$ cat src/rtl/tx_frame_sched.sv
// UART transmit scheduler: arbitrates two byte requesters, frames start/data/stop, paces a PISO register.
// Define TX_ARB_RR_EN for round-robin arbitration; otherwise requester 0 has fixed priority.
module tx_frame_sched #(
  parameter int CLKS_PER_BIT = 16,
  parameter int CNT_W        = 16
) (
  input  logic       clk,
  input  logic       reset,
  input  logic       req0_valid,
  input  logic [7:0] req0_data,
  output logic       req0_ready,
  input  logic       req1_valid,
  input  logic [7:0] req1_data,
  output logic       req1_ready,
  output logic [9:0] frame_data,
  output logic       piso_load,
  output logic       piso_shift,
  output logic       grant_id,
  output logic       busy,
  output logic       tx_done
);

  typedef enum logic [1:0] {IDLE, LOAD, SHIFT, DONE} state_t;

  localparam logic [CNT_W-1:0] PERIOD_RELOAD = CNT_W'(CLKS_PER_BIT - 1);

  state_t           state;
  logic [CNT_W-1:0] period_cnt;
  logic [3:0]       bit_cnt;
  logic             win0;
  logic             win1;
  logic             hs0;
  logic             hs1;
  logic [7:0]       sel_byte;

`ifdef TX_ARB_RR_EN
  logic last_grant;

  // With both requesters valid, the one not served last wins; reset leaves last_grant=1 so req0 goes first.
  always_comb begin
    win0 = req0_valid & (~req1_valid | last_grant);
    win1 = req1_valid & (~req0_valid | ~last_grant);
  end
`else
  always_comb begin
    win0 = req0_valid;
    win1 = req1_valid & ~req0_valid;
  end
`endif

  assign req0_ready = (state == IDLE) & win0;
  assign req1_ready = (state == IDLE) & win1;
  assign hs0        = req0_valid & req0_ready;
  assign hs1        = req1_valid & req1_ready;
  assign sel_byte   = hs1 ? req1_data : req0_data;

  // The shift register sends bit 9 first, so the data byte is stored bit-reversed.
  function automatic logic [9:0] make_frame(input logic [7:0] b);
    logic [9:0] f;
    f = 10'b0_0000_0000_1;
    for (int i = 0; i < 8; i++) f[8-i] = b[i];
    return f;
  endfunction

  always_ff @(posedge clk) begin
    if (reset) begin
      state      <= IDLE;
      frame_data <= 10'h3FF;
      piso_load  <= 1'b0;
      piso_shift <= 1'b0;
      tx_done    <= 1'b0;
      busy       <= 1'b0;
      grant_id   <= 1'b0;
      period_cnt <= '0;
      bit_cnt    <= '0;
`ifdef TX_ARB_RR_EN
      last_grant <= 1'b1;
`endif
    end else begin
      piso_load  <= 1'b0;
      piso_shift <= 1'b0;
      tx_done    <= 1'b0;
      case (state)
        IDLE: begin
          if (hs0 | hs1) begin
            frame_data <= make_frame(sel_byte);
            grant_id   <= hs1;
            busy       <= 1'b1;
            piso_load  <= 1'b1;
            state      <= LOAD;
`ifdef TX_ARB_RR_EN
            last_grant <= hs1;
`endif
          end
        end
        LOAD: begin
          period_cnt <= PERIOD_RELOAD;
          bit_cnt    <= '0;
          state      <= SHIFT;
        end
        SHIFT: begin
          // piso_shift is registered, so it is raised one cycle early to coincide with period_cnt==0.
          if (period_cnt == '0) begin
            period_cnt <= PERIOD_RELOAD;
            bit_cnt    <= bit_cnt + 4'd1;
            if (bit_cnt == 4'd9) begin
              state   <= DONE;
              tx_done <= 1'b1;
            end
          end else begin
            period_cnt <= period_cnt - CNT_W'(1);
            if (period_cnt == CNT_W'(1)) piso_shift <= 1'b1;
          end
        end
        DONE: begin
          busy  <= 1'b0;
          state <= IDLE;
        end
        default: state <= IDLE;
      endcase
    end
  end

endmodule

$ cat config.mk
export PLATFORM = sky130hd
export DESIGN_NAME = tx_frame_sched
export DESIGN_NICKNAME = d
export VERILOG_FILES = /design/src/rtl/tx_frame_sched.sv
export SDC_FILE = /design/constraint.sdc
export NUM_CORES = 1
export LEC_CHECK = 0
export CAP_MARGIN = 20
export CORE_ASPECT_RATIO = 1.75
export CORE_MARGIN = 5
export CORE_UTILIZATION = 30
export CTS_BUF_LIST = sky130_fd_sc_hd__clkbuf_8
export DETAILED_ROUTE_END_ITERATION = 6
export GPL_ROUTABILITY_DRIVEN = 0
export SLEW_MARGIN = 25
export SYNTH_ARGS = -nofsm -noshare
export SYNTH_HDL_FRONTEND = slang
export SYNTH_SLANG_ARGS = --single-unit
$ cat constraint.sdc
create_clock -name clk -period 2.8 [get_ports clk]
set_input_delay 0.7 -clock clk [delete_from_list [all_inputs] [get_ports clk]]
set_output_delay 0.7 -clock clk [all_outputs]
set_load 0.01 [all_outputs]
==> results of run 1 <==
## kinds of logic after synthesis
logic type	count (synthesis)	synth area share, %
and+or+nand+nor	73	22.6
AOI/OAI and AO/OA	51	21.5
DFF	36	38.8
buffers and inverters	21	6.34
adders and majority gates	10	6.74
xor gates and xnor gates	8	3.78
other	1	0.202
## worst max-delay path by stage
stage | startpoint | endpoint | slack, ps | cells past startpoint
6_report | req0_valid | req0_ready | 120 | 3
3_3_place_gp | req0_valid | req0_ready | 110 | 3
3_5_place_dp | req0_valid | req0_ready | 110 | 3
5_1_grt | req0_valid | req0_ready | 70 | 3
4_1_cts | req0_valid | req0_ready | 90 | 3
2_1_floorplan | state[1]$_SDFFE_PP0P_ | period_cnt[13]$_SDFFE_PP0P_ | 260 | 7
## metal layers
layer	share of wire, %	up-vias
li1	-	824
met1	37	790
met2	58	22
met3	2.5	11
met4	2.5	0
met5	0	-
## worst min-delay path, delay by kind of cell (launching register included)
family,cells,cell delay (ps)
flops,1,310
simple gates,2,90
## power breakdown
group	switching (uW)	internal (uW)	total [uW]	leakage, uW
Sequential	148	677	826	0.000296
Clock	187	314	501	0.0000645
Combinational	806	689	1500	0.000539
Total	1140	1680	2820	0.000899
## repair_timing
item / 4_1_cts / 5_1_grt
endpoints found under the setup margin: 0 / 1
resized for setup: 0 / 1
hold endpoints to repair: 0 / 0
## cells in the final DEF, fill, tap and decap left out, types with 7 or more instances in the layout
master,synthesis,routed
buf_4,3,11
a211oi_1,8,8
a221oi_1,11,11
nand2_1,23,23
clkbuf_8,1,7
dfxtp_1,36,36
nor2_1,10,10
or4_1,8,7
clkdlybuf4s50_1,0,35
ha_1,10,10
## metrics by stage
step | area, um^2 | util [%] | setup WS [ps]
detailed placement | 2310 | 37.7 | 105
global route | 2440 | 39.8 | 71.2
CTS | 2440 | 39.8 | 94.5
floorplan | 1860 | - | 265
global placement | 2310 | 37.7 | 110
finish | 2440 | 39.8 | 116
## layout make-up
| type | count | share of cell area (%) |
|---|---|---|
| multi-input combinational | 143 | 41.8 |
| sequential | 36 | 29.5 |
| timing repair buffer | 47 | 18.5 |
| tap | 80 | 4.10 |
| clock buffer | 7 | 3.94 |
| clock inverter | 1 | 1.23 |
| inverter | 6 | 0.922 |
## state kept, by name, summed over array words and instances (netlist names)
register / flops
piso_shift: 1
bit_cnt: 4
state: 2
period_cnt: 16
grant_id: 1
busy: 1
tx_done: 1
piso_load: 1
frame_data: 9
==> flow_metrics.env, run 1 <==
export IMPL_status="finished, final reports clean"
export IMPL_synth_edf_count=0
export IMPL_stdcell_count=320
export IMPL_cts_made_buffers=5
export IMPL_num_vias=1647
export IMPL_min_from="frame_data[6]$_SDFFE_PP1P_"
export IMPL_rr_startpoint="state[1]$_SDFFE_PP0P_"
export IMPL_hold_violations=0
export IMPL_met2_usage_pct=24.2
export IMPL_multi_input_area_um2=1020
export IMPL_die_x_um=69.5
export IMPL_hold_path_class="flip-flop to flip-flop"
export IMPL_synth_flop_cell="dfxtp_1"
export IMPL_synth_distinct_cells=51
export IMPL_start_util_pct=30.3
export IMPL_dieArea_um2=7920
export IMPL_nets=269
export IMPL_crit_type="input port to output port"
export IMPL_io_pins=37
export IMPL_clockBufferDepth=2
export IMPL_path_cells="clkdlybuf4s50_1 -> and2_1 -> clkdlybuf4s50_1"
export IMPL_row_count=38
export IMPL_avgSynthCellArea_um2=9.28
export IMPL_cp_start_kind="input port"
export IMPL_antenna_found_initial=0
export IMPL_postRouteAntennaNets=0
export IMPL_cts_sinks=36
export IMPL_relSlewSlack_pct=60.4
export IMPL_grt_use_met1_pct=10.6
export IMPL_ys_seq_elements=36
export IMPL_tns_ps=0
export IMPL_ir_drop_v=0.000393
export IMPL_setup_violations=0
export IMPL_routedWlPerCell_um=14.4
export IMPL_cp_arrival_ps=1980
export IMPL_synth_most_common_cell="dfxtp_1"
export IMPL_p_total_uw=2820
export IMPL_n_antenna_cell=0
export IMPL_busiest_layer="met2"
export IMPL_fp_dieH_um=114
export IMPL_whs_endpoint="frame_data[6]$_SDFFE_PP1P_"
export IMPL_min_period_ps=2680
export IMPL_holdBufCountCts=0
export IMPL_root_buffer="clkbuf_8"
export IMPL_crit_path_end_kind="output port"
export IMPL_seqCellArea_um2=721
export IMPL_clkTransAtPathRegs_ps=70
export IMPL_reg2reg_depth=6
export IMPL_grt_max_degree=22
export IMPL_yosys_area_top_type="dfxtp_1"
export IMPL_max_freq_ghz=0.373
export IMPL_rrSetupSlack_ps=250
export IMPL_reg2reg_to="period_cnt[13]$_SDFFE_PP0P_"
export IMPL_grt_overflow=0
export IMPL_h_tree_depth=2
export IMPL_dr_pass1_iters=4
export IMPL_cts_tree="done"
export IMPL_grt_pass1_vias=1624
export IMPL_place_inst=312
export IMPL_ys_top_cells_by_count="dfxtp_1 (36), nand2_1 (23), a221oi_1 (11)"
export IMPL_routed_via_density=5.15
export IMPL_yosysSeqAreaShare_pct=38.8
export IMPL_synth_area_um2=1860
export IMPL_p_leak_uw=0.000899
export IMPL_core_area_um2=6130
export IMPL_maxCapViolations=0
export IMPL_layout_drive_gt1_share_pct=12.9
export IMPL_cp_top_family="buffers and inverters"
export IMPL_drt_iter0_drc=119
export IMPL_netlist_area_leader_share_pct=38.8
export IMPL_finalCritPeriodShare_pct=95.9
export IMPL_wirelength_mm=4.60
export IMPL_area_growth_pct=31.7
export IMPL_min_delay_path_depth=2
export IMPL_grt_pass1_wl_mm=7.55
export IMPL_timing_clock_skew_ps=4.27
export IMPL_cts_setup_buffers=0
export IMPL_whs_ps=437
export IMPL_drc_errors=0
export IMPL_crit_slowest_cell="clkdlybuf4s50_1"
export IMPL_syn_inst=200
export IMPL_ys_warn_count=0
export IMPL_critical_path_required_ps=2100
export IMPL_crit_fanout=5
export IMPL_grt_use_total_pct=11.8
export IMPL_slew_violations=0
export IMPL_max_stage_delay_ps=560
export IMPL_use_met3_pct=1.68
export IMPL_critPathBufInv=2
export IMPL_syn_num_nets=230
export IMPL_worst_pin_slew_ps=593
export IMPL_crit_path_frequent_cell="clkdlybuf4s50_1"
export IMPL_clock_latency_ps=290
export IMPL_p_per_area_nw_per_um2=1160
export IMPL_rsz0062_at_grt="no"
export IMPL_dp_hpwl_mm=3.45
export IMPL_async_reset_ff_share_pct=0
export IMPL_io_buffers=35
export IMPL_nFillCells=623
export IMPL_synthTopCellsByArea="dfxtp_1 (39%), ha_1 (6.7%), a221oi_1 (5.2%), nand2_1 (4.7%), a211oi_1 (3.2%)"
Note: power is estimated with default switching activity, not from simulation.
==> run 2, diff against run 1 <==
--- a/config.mk
+++ b/config.mk
@@ -10,6 +10,7 @@
 export CORE_MARGIN = 5
 export CORE_UTILIZATION = 30
 export CTS_BUF_LIST = sky130_fd_sc_hd__clkbuf_8
+export CTS_CLUSTER_SIZE = 28
 export DETAILED_ROUTE_END_ITERATION = 6
 export GPL_ROUTABILITY_DRIVEN = 0
 export SLEW_MARGIN = 25
==> results of run 2 <==
No change in the layout: final DEF, timing and power equal those of run 1.
